==> src/rtl/retire_monitor.sv <==
// retire_monitor: counts core retires/cycles, captures last store, pages HEX displays via debounced key
// Define RETIRE_MON_BLANK_EN to blank leading zero digits on the counter pages.
module retire_monitor #(
  parameter int aW   = 6,
  parameter int Wwid = 6,
  parameter int CW   = 24,
  parameter int DBW  = 16
) (
  input  logic            clk,
  input  logic            rst,
  input  logic            retire,
  input  logic            halt,
  input  logic            writeEn,
  input  logic [aW-1:0]   memAddr,
  input  logic [Wwid-1:0] writeData,
  input  logic            key_n,
  output logic [1:0]      page,
  output logic            halted,
  output logic [6:0]      HEX0,
  output logic [6:0]      HEX1,
  output logic [6:0]      HEX2,
  output logic [6:0]      HEX3,
  output logic [6:0]      HEX4,
  output logic [6:0]      HEX5
);
  typedef enum logic [1:0] {P0 = 2'd0, P1 = 2'd1, P2 = 2'd2} page_t;
  page_t state, state_nx;
  logic retire_q, halt_q, we_q;
  logic [aW-1:0] addr_q, last_addr;
  logic [Wwid-1:0] data_q, last_data;
  logic [CW-1:0] retire_cnt, cycle_cnt;
  logic [7:0] st_cnt;
  logic [1:0] ks_sync;
  logic ks, stable, press;
  logic [DBW-1:0] dbc;
  logic [23:0] disp;
  logic [6:0] seg_nx [6];
  function automatic logic [6:0] seg(input logic [3:0] v);
    case (v)
      4'h0: seg = 7'h40;
      4'h1: seg = 7'h79;
      4'h2: seg = 7'h24;
      4'h3: seg = 7'h30;
      4'h4: seg = 7'h19;
      4'h5: seg = 7'h12;
      4'h6: seg = 7'h02;
      4'h7: seg = 7'h78;
      4'h8: seg = 7'h00;
      4'h9: seg = 7'h10;
      4'hA: seg = 7'h08;
      4'hB: seg = 7'h03;
      4'hC: seg = 7'h46;
      4'hD: seg = 7'h21;
      4'hE: seg = 7'h06;
      default: seg = 7'h0E;
    endcase
  endfunction
  assign ks = ks_sync[1];
  // event fires on the clock the debouncer accepts a 1->0 transition
  assign press = stable && !ks && (&dbc);
  always_ff @(posedge clk) begin
    if (rst) begin
      retire_q   <= 1'b0;
      halt_q     <= 1'b0;
      we_q       <= 1'b0;
      addr_q     <= '0;
      data_q     <= '0;
      retire_cnt <= '0;
      cycle_cnt  <= '0;
      halted     <= 1'b0;
      last_addr  <= '0;
      last_data  <= '0;
      st_cnt     <= '0;
      ks_sync    <= 2'b11;
      stable     <= 1'b1;
      dbc        <= '0;
    end else begin
      retire_q   <= retire;
      halt_q     <= halt;
      we_q       <= writeEn;
      addr_q     <= memAddr;
      data_q     <= writeData;
      retire_cnt <= retire_cnt + CW'(retire_q);
      cycle_cnt  <= halted ? cycle_cnt : cycle_cnt + 1'b1;
      halted     <= halted | halt_q;
      if (we_q) begin
        last_addr <= addr_q;
        last_data <= data_q;
        st_cnt    <= st_cnt + 1'b1;
      end
      ks_sync <= {ks_sync[0], key_n};
      if (ks == stable) dbc <= '0;
      else if (&dbc) begin
        stable <= ks;
        dbc    <= '0;
      end else dbc <= dbc + 1'b1;
    end
  end
  always_ff @(posedge clk) state <= rst ? P0 : state_nx;
  always_comb state_nx = !press ? state : state == P0 ? P1 : state == P1 ? P2 : P0;
  always_comb page = state;
  always_comb begin
    disp = state == P0 ? 24'(retire_cnt) : state == P1 ? 24'(cycle_cnt) :
           {8'(last_addr), st_cnt, 8'(last_data)};
    for (int i = 0; i < 6; i++) seg_nx[i] = seg(disp[4*i +: 4]);
`ifdef RETIRE_MON_BLANK_EN
    begin
      logic lead;
      lead = state != P2;
      for (int i = 5; i > 0; i--) begin
        if (lead && disp[4*i +: 4] == 4'h0) seg_nx[i] = 7'h7F;
        else lead = 1'b0;
      end
    end
`endif
  end
  always_ff @(posedge clk) begin
    if (rst) {HEX5, HEX4, HEX3, HEX2, HEX1, HEX0} <= {6{7'h40}};
    else {HEX5, HEX4, HEX3, HEX2, HEX1, HEX0} <=
      {seg_nx[5], seg_nx[4], seg_nx[3], seg_nx[2], seg_nx[1], seg_nx[0]};
  end
endmodule

==> config.mk <==
export PLATFORM = sky130hd
export DESIGN_NAME = retire_monitor
export DESIGN_NICKNAME = d
export VERILOG_FILES = /design/src/rtl/retire_monitor.sv
export SDC_FILE = /design/constraint.sdc
export NUM_CORES = 1
export LEC_CHECK = 0
export ABC_AREA = 1
export ABC_CLOCK_PERIOD_IN_PS = 1900
export BUFFER_PORTS_ARGS = -buffer_cell sky130_fd_sc_hd__buf_2
export CAP_MARGIN = 20
export CORE_MARGIN = 2
export CORE_UTILIZATION = 52
export DETAILED_ROUTE_END_ITERATION = 10
export PLACE_DENSITY = 0.8
export SLEW_MARGIN = 10
export SYNTH_ARGS = -nofsm -noshare
export SYNTH_HDL_FRONTEND = slang
export SYNTH_SLANG_ARGS = --single-unit
export TNS_END_PERCENT = 1
==> constraint.sdc <==
create_clock -name clk -period 1.9 [get_ports clk]
set_input_delay 0.095 -clock clk [delete_from_list [all_inputs] [get_ports clk]]
set_output_delay 0.095 -clock clk [all_outputs]
set_load 0.02 [all_outputs]
==> results.md <==
- Final Slew Violations: 0
- Worst path slowest cell: dfxtp_2
- Placed Cells incl. Taps: 1,349
- Final critical delay including setup and external delays: 1800 ps
- Count of port buffers added during placement: 62
- Setup skew after layout: 8.80 ps
- Maximum number of pins on one net before global-route repair: 64
- Routed wire per std cell: 13.0 um
- Setup violation total in the final timing report: 0
- Post-detailed-route count of antenna-violating nets: 0
- Post-synth EDFFs: 0
- Number of ports placed on the die boundary: 63
- Timing-limited maximum frequency: 554 MHz
- Number of vias after detailed routing: 7,262
- Commonest cells after routing, fill and taps aside: 284 x nand2_1, 173 x nor2_1, 145 x dfxtp_1, 123 x inv_1
- Clock Pin Slew Worst Setup and Hold Paths: 60 ps
- Vert. Die Dim: 125 um
- Final number of hold-violating endpoints: 0
- Startpoint kind of the worst setup timing path: register
- Crit path largest cell delay: ~390 ps
- Fraction of layout instances using a drive strength above 1: 0.155
- Largest voltage drop on the vdd net: slightly below 0.6 mV
- Initial core utilization: 0.529
- Clock network fraction of design power: 0.494
- Met3 Usage GRT: 0.0573
- Number of antenna violations at the first check in global routing: 0
- Critical Path Fanout Max: 7
- Mapped cell area: ~0.0076 mm2
- Hold WS: 394 ps
- Portion of the clock cycle consumed by the worst path in the final layout: 0.950
- Worst-case clock buffer depth: 2
- Required time of the critical path: 2260 ps
- Terminus of the critical flop-to-flop path: HEX2[0]
- Die width: between 100 and 150 um
- Number of buffers added by the clock tree synthesis step: 17
- Slew at the pin closest to its max-slew limit: 715 ps
- Leading cell type in the layout, fill and taps excluded: nand2_1
- Vias per cell: 5.16
- Synthesized Nets: 1,163
- Dominant register cell in the synthesized netlist: dfxtp_1
- Crit path arrival time: 2160 ps
- Gr busiest metal: met2
- Overall power consumption: 6.80 mW
- Sequential cell fraction of total power: 0.467
- Final Wtd Congestion: 0.933
- Post-Synthesis Mean Instance Area: 6.92 um2
- CP Cell Sequence: buf_4 -> nand2_4 -> o211ai_1 -> buf_4 -> ha_2 -> nand4_1 -> nand2_1 -> nand2_1 -> a21oi_1
- Global-route wire length before repair: 30.4 mm
- Number of cells in the finished layout apart from fillers: approximately 1,400
- Proportion of synthesized chip area in sequential cells: 0.386
- Endpoint of the most critical setup path: HEX2[0]
- Final HPWL DP: around 13 mm
- Net switching fraction of the power: 0.233
- Number of inserted diodes: 0
- Number of core rows: 44
- Status: completed
- Relative slew slack: 0.524
- Critical path origin: page[0]
- 1st-iter DRT viols: a little over 600
- H-tree levels: 4
- Proportion of register bits with asynchronous set or reset after synthesis: 0
- Synth warn: 0
- Distinct cells, synth: 41
- Congestion Overflow GR: 0
- Total global routing track utilization: 0.236
- Number of nets in the finished design: 1,270
- Setup crit end kind: register
- Layout overhead on the synthesized area: 19.6%
- Power Dens Cells: 745 mW/mm2
- Number of detailed-routing iterations run before antenna repair: 6
- Full die area: 0.0157 mm2
- CTS tree: built
- GR Layer Usage met2: 0.376
- Number of global-route vias before repair: ~6,400
- Core occupancy in the finished layout: 0.632
- Cells after Synth: ~1,100
- Worst flop-to-flop path startpoint: page[0]
- Switching power: 1.58 mW
- Proportion of power drawn by combinational gates: 0.039
- Crit path kind: register to register
- Clock insertion delay at the later pin of the skew report: 440 ps
- Cell internal power dissipation: ~5.2 mW
- Flops & latches, synth: 147
- Core outline area: 0.0144 mm2
- Cell chosen for the clock root: clkbuf_16
- Setup TNS: 0 ps
- CTS sink cnt: 147
- GR met1 Demand/Resource: 0.317
- Path class of the lowest-slack min-delay path: input pin to register
- R2R setup slack: 100 ps
- Wire length after detailed routing: 18.3 mm
- Length in cells of the worst reg-to-reg path: 9
- Leakage power total: 4.05 nW
- Total DRC errors in the routed layout: 0
- Number of max-cap violations: 0
## worst min path at each step
stage / cells after the start / start / to
floorplan: 1 / key_n / ks_sync[0]
global placement: 2 / key_n / ks_sync[0]
detailed placement: 2 / key_n / ks_sync[0]
CTS: 4 / retire / retire_q
global route: 3 / key_n / ks_sync[0]
finish: 4 / writeData[3] / data_q[3]
## cell type report
cell class | instances | area, um2
Sequential cell | 147 | 2950
Fill cell | 1252 | 5310
Timing Repair Buffer | 115 | 776
Tap cell | 184 | 230
Clock buffer | 18 | 439
Multi-Input combinational cell | 798 | 4080
Clock inverter | 14 | 153
Inverter | 131 | 494
## cells in the mapped netlist, types with 4 or more instances
cell / count / area [um2]
nand2_1: 284 / 1070
nor2_1: 177 / 664
dfxtp_1: 147 / 2940
inv_1: 123 / 462
nand3_1: 68 / 340
a21oi_1: 66 / 330
ha_1: 42 / 526
o21ai_0: 42 / 210
nor3_1: 22 / 110
clkbuf_1: 17 / 63.8
nand4_1: 16 / 100
o21ai_1: 9 / 45.0
xor2_1: 8 / 70.1
nand3b_1: 7 / 52.6
buf_6: 6 / 67.6
inv_2: 6 / 22.5
nand3_2: 6 / 60.1
nor2_2: 6 / 37.5
or2_2: 6 / 37.5
a31oi_1: 5 / 31.3
nand2_2: 4 / 25.0
nand3_4: 4 / 70.1
nor2_4: 4 / 45.0
nor3b_1: 4 / 30.0
## power by group through the flow
stage	registers, mW	logic (mW)	clock network (mW)
2_1_floorplan	3.24	0.151	0
3_3_place_gp	3.24	0.223	0
3_5_place_dp	3.24	0.230	0
4_1_cts	3.17	0.261	3.40
5_1_grt	3.18	0.299	3.56
6_report	3.17	0.264	3.36
## stage by stage
step / setup slack (ps) / area, um2
floorplan: -28.6 / 7630
global placement: -42.3 / 8240
detailed placement: -80.8 / 8240
CTS: 47.9 / 9050
global route: -28.8 / 9120
finish: 95.9 / 9120
## cells by family (layout without fill, tap and decap cells)
group | after synthesis | count (layout) | synth area share
flip-flops | 147 | 147 | 0.386
AO/OA/AOI/OAI | 132 | 132 | 0.0932
XOR/XNOR | 10 | 10 | 0.0115
adder cells (fa/ha/maj) | 42 | 42 | 0.0689
AND/OR/NAND/NOR | 613 | 614 | 0.353
buffers and inverters | 159 | 278 | 0.0873
## state kept, by name (all words and copies together) (netlist names)
| register | flops |
|---|---|
| retire_cnt | 24 |
| stable | 1 |
| HEX4 | 7 |
| data_q | 6 |
| cycle_cnt | 24 |
| HEX0 | 7 |
| last_data | 6 |
| st_cnt | 8 |
| we_q | 1 |
| addr_q | 6 |
| halt_q | 1 |
| HEX5 | 7 |
| HEX3 | 7 |
| ks_sync | 2 |
| retire_q | 1 |
| page | 2 |
| last_addr | 6 |
| HEX2 | 7 |
| dbc | 16 |
| halted | 1 |
| HEX1 | 7 |
## critical path, delay by kind of cell, from the launching register on
kind | cells | cell delay (ps)
simple gates | 4 | 470
compound gates | 2 | 320
flops | 1 | 390
fa+ha+maj | 1 | 190
buf+inv | 2 | 360
## routing by layer
metal | up-vias | part of all wire
li1 | 3720 | -
met1 | 3277 | 0.46
met2 | 235 | 0.46
met3 | 30 | 0.064
met4 | 0 | 0.016
met5 | - | 0
## what timing repair did
| item | 4_1_cts | 5_1_grt |
|---|---|---|
| pin swaps | 3 | 5 |
| hold buffers | 17 | 0 |
| setup buffers | 5 | 3 |
| endpoints found under the setup margin | 15 | 28 |
| gates resized for setup | 6 | 9 |
| gates cloned | 0 | 1 |
| hold endpoints to repair | 19 | 0 |
Note: power is estimated with default switching activity, not from simulation.
